<file path="src/rtl/reg_file_sb.sv">
// reg_file_sb: byte-enabled register file with write bypass, busy scoreboard
// and a one-entry-per-cycle sequential clear engine.
module reg_file_sb #(
  parameter int DATA_W   = 32,
  parameter int ADDR_W   = 5,
  parameter int ZERO_REG = 1,
  parameter int BYPASS   = 1
) (
  input  logic                Clk,
  input  logic                Reset_n,
  input  logic [ADDR_W-1:0]   R_Addr_A,
  input  logic [ADDR_W-1:0]   R_Addr_B,
  output logic [DATA_W-1:0]   R_Data_A,
  output logic [DATA_W-1:0]   R_Data_B,
  output logic                Busy_A,
  output logic                Busy_B,
  input  logic                Write_Reg,
  input  logic [ADDR_W-1:0]   W_Addr,
  input  logic [DATA_W-1:0]   W_Data,
  input  logic [DATA_W/8-1:0] W_Be,
  input  logic                Set_Busy,
  input  logic [ADDR_W-1:0]   Busy_Addr,
  input  logic                Clear,
  output logic                Ready
);
  localparam int DEPTH = 2 ** ADDR_W;
  typedef enum logic {IDLE, CLEARING} state_t;
  state_t              state_q, state_d;
  logic [ADDR_W-1:0]   cnt_q, cnt_d;
  logic [DATA_W-1:0]   mem_q [DEPTH];
  logic                busy_q [DEPTH];
  logic [DATA_W-1:0]   mask;
  logic                idle, wr_en, set_en, zero_a, zero_b, byp_a, byp_b;
  for (genvar k = 0; k < DATA_W / 8; k++) begin : g_mask
    assign mask[8*k +: 8] = {8{W_Be[k]}};
  end
  assign idle   = state_q == IDLE;
  assign Ready  = idle;
  assign zero_a = ZERO_REG != 0 && R_Addr_A == '0;
  assign zero_b = ZERO_REG != 0 && R_Addr_B == '0;
  assign wr_en  = Write_Reg && idle && !(ZERO_REG != 0 && W_Addr == '0);
  assign set_en = Set_Busy && idle && !(ZERO_REG != 0 && Busy_Addr == '0);
  assign byp_a  = BYPASS != 0 && wr_en && W_Addr == R_Addr_A;
  assign byp_b  = BYPASS != 0 && wr_en && W_Addr == R_Addr_B;
  assign R_Data_A = zero_a ? '0 : byp_a ? (W_Data & mask) | (mem_q[R_Addr_A] & ~mask) : mem_q[R_Addr_A];
  assign R_Data_B = zero_b ? '0 : byp_b ? (W_Data & mask) | (mem_q[R_Addr_B] & ~mask) : mem_q[R_Addr_B];
  assign Busy_A = !zero_a && !byp_a && busy_q[R_Addr_A];
  assign Busy_B = !zero_b && !byp_b && busy_q[R_Addr_B];
  always_comb begin
    state_d = state_q;
    cnt_d   = cnt_q;
    if (idle && Clear) begin
      state_d = CLEARING;
      cnt_d   = '0;
    end else if (!idle) begin
      cnt_d   = cnt_q + 1'b1;
      state_d = &cnt_q ? IDLE : CLEARING;
    end
  end
  // Set is applied after the write-side clear so a same-address set wins.
  always_ff @(posedge Clk or negedge Reset_n) begin
    if (!Reset_n) begin
      state_q <= IDLE;
      cnt_q   <= '0;
      for (int i = 0; i < DEPTH; i++) begin
        mem_q[i]  <= '0;
        busy_q[i] <= 1'b0;
      end
    end else begin
      state_q <= state_d;
      cnt_q   <= cnt_d;
      if (!idle) begin
        mem_q[cnt_q]  <= '0;
        busy_q[cnt_q] <= 1'b0;
      end else begin
        if (wr_en) mem_q[W_Addr] <= (W_Data & mask) | (mem_q[W_Addr] & ~mask);
        if (Write_Reg) busy_q[W_Addr] <= 1'b0;
        if (set_en) busy_q[Busy_Addr] <= 1'b1;
      end
    end
  end
endmodule

</file>
<file path="config.mk">
export PLATFORM = sky130hd
export DESIGN_NAME = reg_file_sb
export DESIGN_NICKNAME = d
export VERILOG_FILES = /design/src/rtl/reg_file_sb.sv
export SDC_FILE = /design/constraint.sdc
export NUM_CORES = 2
export LEC_CHECK = 0
export CAP_MARGIN = 0
export CORE_MARGIN = 5
export CORE_UTILIZATION = 38
export CTS_CLUSTER_DIAMETER = 120
export DETAILED_ROUTE_END_ITERATION = 8
export GPL_ROUTABILITY_DRIVEN = 0
export SYNTH_ARGS = -nofsm -noshare
export SYNTH_HDL_FRONTEND = slang
export SYNTH_SLANG_ARGS = --single-unit
</file>
<file path="constraint.sdc">
create_clock -name Clk -period 3.3 [get_ports Clk]
set_clock_uncertainty 0.15 [all_clocks]
set_input_delay 0.495 -clock Clk [delete_from_list [all_inputs] [get_ports Clk]]
set_output_delay 0.495 -clock Clk [all_outputs]
set_load 0.1 [all_outputs]
</file>
Word level (Yosys, flattened, before mapping)
Cells that the tools add are included.
{ "op_classes": {"addsub": 1, "bitwise": 21, "reduce_logical": 27, "n_eq_ne": 2, "magnitude_cmp": 8, "muxes": 41} }
{ "op_table": {"columns": ["operator", "count"], "rows": [
  ["$mux W1024", 2],
  ["$and A1024 B1024 Y1024", 1],
  ["$bwmux W1024", 1],
  ["$not A1024 Y1024", 1],
  ["$mux W32", 16],
  ["$bmux W32 S5", 3],
  ["$demux W32 S5", 2],
  ["$and A32 B32 Y32", 6],
  ["$or A32 B32 Y32", 4],
  ["$not A32 Y32", 3],
  ["$ge A6 B6 Y1 const B", 5],
  ["$not A5 Y6", 5],
  ["$logic_not A5 Y1", 4],
  ["$lt A6 B1 Y1 const B", 3],
  ["$demux W1 S5", 3],
  ["$logic_and A1 B1 Y1", 14],
  ["$bmux W1 S5", 2],
  ["$eq A5 B5 Y1", 2],
  ["$mux W1", 10],
  ["$mux W5", 2],
  ["$logic_not A1 Y1", 6],
  ["$add A5 B1 Y5 const B", 1],
  ["$reduce_and A5 Y1", 1],
  ["$reduce_bool A2 Y1", 2],
  ["$not A1 Y1", 1]
]} }
{ "word_totals": {"elab_cells": 166, "reg_bits": 1062, "output_inout_bits": 67} }

Logic depth before layout (Yosys ltp)
{ "depth": {"depth_word": 12, "mapped_depth": 11, "depth_no_buf": 7} }

Worst setup path before layout
No wires, ideal clock.
{ "synth_timing": {"kind": "in2out", "from": "input port R_Addr_B[1]", "to": "output port R_Data_B[24]", "stages": 7, "path_slack_ns": -1.633, "t_arrival_ns": 4.288, "required_time_ns": 2.655, "cell_sequence": "buf_2 clkbuf_1 clkbuf_1 buf_1 mux4_2 a211oi_1 o31ai_1"} }
{ "synth_between": {"elab_chain_cells": 8, "word_cells_on_any_way": 11, "cone_classes": "1 x eq/ne; 5 x mux; 3 x bitwise; 2 x reduce/logical"} }
{ "synth_lines": {"columns": ["item", "line", "text"], "rows": [
  ["start: declaration", "12", "input logic [ADDR_W-1:0] R_Addr_B,"],
  ["$not A5 Y6 (implied by the code)", "46", "assign R_Data_B = zero_b ? '0 : byp_b ? (W_Data & mask) | (mem_q[R_Addr_B] & ~mask) : mem_q[R_Addr_B];"],
  ["$bmux W32 S5", "46", null],
  ["$mux W32 (implied by the code) (2 in a row)", "46", null],
  ["$and A32 B32 Y32", "46", null],
  ["$or A32 B32 Y32", "46", null],
  ["$mux W32", "46", null],
  ["$mux W32 *", "46", null],
  ["end: declaration", "14", "output logic [DATA_W-1:0] R_Data_B,"]
]} }
Mark *: on every way between the ends. The rest lies on a longest branch, timed or not. The select of a mux whose other input is x is not followed.

Worst setup path after layout
{ "layout_timing": {"from": "register mem_q[401] (netlist name)", "to": "output port R_Data_A[17]"} }
{ "layout_between": {"elab_chain_cells": 7} }
{ "layout_lines": {"columns": ["item", "line", "text"], "rows": [
  ["start: declaration", "30", "logic [DATA_W-1:0] mem_q [DEPTH];"],
  ["start signal: indexed assignment", "76", "if (wr_en) mem_q[W_Addr] <= (W_Data & mask) | (mem_q[W_Addr] & ~mask);"],
  ["$bmux W32 S5 *", "45", "assign R_Data_A = zero_a ? '0 : byp_a ? (W_Data & mask) | (mem_q[R_Addr_A] & ~mask) : mem_q[R_Addr_A];"],
  ["$mux W32 (implied by the code) * (2 in a row)", "45", null],
  ["$and A32 B32 Y32", "45", null],
  ["$or A32 B32 Y32", "45", null],
  ["$mux W32 * (2 in a row)", "45", null],
  ["end: declaration", "13", "output logic [DATA_W-1:0] R_Data_A,"]
]} }
Marks and branches as above.

==> results.cfg <==
[run_status]
status = finished with violations
violations = capacitance limit, slew limit, setup timing

[floorplan]
io_pins = 128
num_rows = 152
core_area_um2 = 172000
die-area_um2 = 182000
die_h_um = 426
die_w_um = 426
start_util = 0.383

[routing]
drt_iter0_drc = 10000
vias = 61100
wl_per_cell_um = 40.9
drc = 0
dr.pass1.iters = 9
vias_per_cell = 7.45
totalWireLength_um = 335000
final_antenna_net_count = 0

[cts]
clkSinkCount = 1062
cts.root.buffer_cell = clkbuf_16
insertion_delay_ns = 0.81
tritoncts = done
clk_pin_slew_ns = 0.06
clockBufferDepth = 3
cts_max_level = 3
cts-buffers-inserted = 117

[critical_path]
end_kind = output port
r2r_start = state_q
path_cells = mux4_2, mux2_4, o211ai_1, a31oi_4, buf_12, buf_16
crit_family = multiplexers
slowest_stage = mux4_2
criticalPathCategory = reg2out
r2r-end = mem_q[946]
worstRegToRegCells = 8
crit_buf_inv = 2
critPathArrivalTime_ns = 2.91
required_ns = 2.65
critPathMaxStageDelay_ns = 0.49
cp_max_fo = 3
start_kind = register
r2r_slack_ns = 0.19

[place]
place_ws_ns = -0.572
place_hpwl_um = 215000
dpl.cell_count = 7773
io_buffers = 127

[power]
switchingPower_mw = 13.6
comb_power_share = 0.266
p_total_mw = 39.4
switching_share = 0.345
ir_drop_mv = 0.485
p_clk_frac = 0.366
intPower_mw = 25.8
p_per_area_nw_per_um2 = 469
p_leak_nw = 35.6
seqPwrFrac = 0.368

[layout]
final-instance-count-excl-fill = 8204
final_nets = 5849
regArea_um2 = 26600
multi_input_area_um2 = 38600
layout_common_cells = dfrtp_1, a22o_1, buf_4, mux4_2, mux2i_1
final_core_util = 0.488
area_growth_pct = 27.6
fillerInstances = 14900
drive_gt1_frac = 0.369
final_common_cell = dfrtp_1

[timing]
fin_crit_sh = 1.08
max_freq_ghz = 0.281
max-slew-margin-rel = -0.0746
worst_slew_pin_slew_ns = 1.61
setup-violations-final = 61
layout_min_cycle_time_ns = 3.56
final_max_slew_viol_count = 17
rsz0062_at_grt = yes
hold_ws_ns = 0.0990
finalHoldViolations = 0
worst_slack_ns = -0.258

[synthesis]
synth_edf_count = 0
yosys.area_share.adder = 0.000951
synth.area.mux_share = 0.288
synthCells = 5296
syn_avg_cell_area_um2 = 12.4
syn_nets = 5362
ys_top_cells_by_area = dfrtp_1, mux4_2, a22o_1
synth-simple-area-share = 0.0515
yosys.area.top_type = dfrtp_1
yosysWarnings = 0
postSynth.asyncResetShare = 1.00
synth_ff_type = dfrtp_1
yosysTopAreaCellShare = 0.404
yosysSeqAreaShare = 0.404
synth_cell_types = 80
synthXorXnorAreaFrac = 0.00160
synth_area_um2 = 65800
synth_top_family_by_area = multiplexers
synth_seq_cells = 1062
synth-compound-area-share = 0.208

[min_path]
hold_path.class = in2async

[global_route]
grt_max_degree = 109
grt_overflow = 0
grt_first_pass_wirelength_um = 466000
track_usage = 0.360
antenna_found_initial = 11
grt_pass1_vias = 59200

[run]
max_cap_viol_count = 1
## state kept, by name (all words and copies together), names as in the netlist
signal   cells
mem_q     1024
state_q      1
cnt_q        5
busy_q      32
## cell type report
type | count | area share
Antenna cell | 11 | 0.000328
Clock buffer | 157 | 0.0390
Clock inverter | 62 | 0.0102
Inverter | 22 | 0.00101
Multi-Input combinational cell | 3561 | 0.460
Sequential cell | 1062 | 0.317
Tap cell | 2310 | 0.0344
Timing Repair Buffer | 1019 | 0.138
## worst max-delay path by stage
| stage | from | to | depth (start not counted) |
|---|---|---|---|
| 4_1_cts | mem_q[401] | R_Data_A[17] | 6 |
| 3_5_place_dp | R_Addr_B[0] | R_Data_B[2] | 10 |
| 6_report | mem_q[401] | R_Data_A[17] | 6 |
| 2_1_floorplan | R_Addr_B[2] | R_Data_B[24] | 9 |
| 3_3_place_gp | R_Addr_B[0] | R_Data_B[2] | 11 |
| 5_1_grt | mem_q[433] | R_Data_A[17] | 6 |
## power groups by stage
stage / clock network (mW) / registers (mW) / logic (mW)
floorplan: 0 / 14.4 / 4.81
global placement: 0 / 14.7 / 9.56
detailed placement: 0 / 14.7 / 9.63
CTS: 14.4 / 14.5 / 9.89
global route: 14.9 / 14.6 / 10.5
finish: 14.4 / 14.5 / 10.5
## cell usage after synthesis, types with 10 or more instances
cell type and instances:
a21o_1 15, nand4_1 16, o31ai_1 47, buf_2 187
o211a_1 10, mux2_2 48, dfrtp_1 1062, mux2i_1 446
buf_4 16, nor2b_1 12, a21oi_1 144, nand2_1 239
clkbuf_1 361, a221oi_1 61, nor2_1 197, buf_1 56
xor2_1 11, nor4_1 19, o21ai_0 115, a211oi_1 12
a221o_1 51, a31oi_1 45, o211ai_1 32, a22o_1 881
inv_1 15, and2_1 52, and4_1 12, nand3_1 32
nand3b_1 20, a32oi_1 11, mux4_2 619, a211o_1 14
nor3_1 23, o22ai_1 93, a22oi_1 150, buf_6 29
## routing by layer
metal,global-route usage,share of wire,up-vias,wire (um)
met5,0.00941,0.00056,-,189
met4,0.300,0.11,14,36700
met3,0.139,0.15,1776,49400
met2,0.497,0.41,5990,136000
met1,0.441,0.34,30800,113000
li1,-,-,22500,-
## per-stage QoR
stage / area [um2] / TNS [ns]
CTS: 82900 / -4.99
floorplan: 66800 / -0.429
detailed placement: 77100 / -6.89
finish: 84000 / -6.00
global route: 83900 / -6.57
global placement: 77100 / -7.69
## cell families (layout without fill, tap and decap cells)
kind of cell / after synthesis / count (layout)
xor gates and xnor gates: 12 / 12
other: 0 / 11
and+or+nand+nor: 694 / 694
buffers and inverters: 673 / 1260
DFF: 1062 / 1062
AOI/OAI and AO/OA: 1737 / 1737
adders and majority gates: 5 / 5
muxes: 1113 / 1113
## timing repair
action	CTS	global route
gates cloned	4	3
endpoints found under the hold margin	191	0
pin swaps	64	67
resized for setup	156	90
hold buffers	1	0
buffers inserted	121	78
endpoints found under the setup margin	66	66
## worst reg2reg max path: cells and delay by family, from the launching register on
family	cells	cell delay, ns
flip-flops	1	0.44
AND/OR/NAND/NOR	1	0.17
AO/OA/AOI/OAI	3	1.31
buffers and inverters	4	1.01
(Power assumes the default switching activity.)
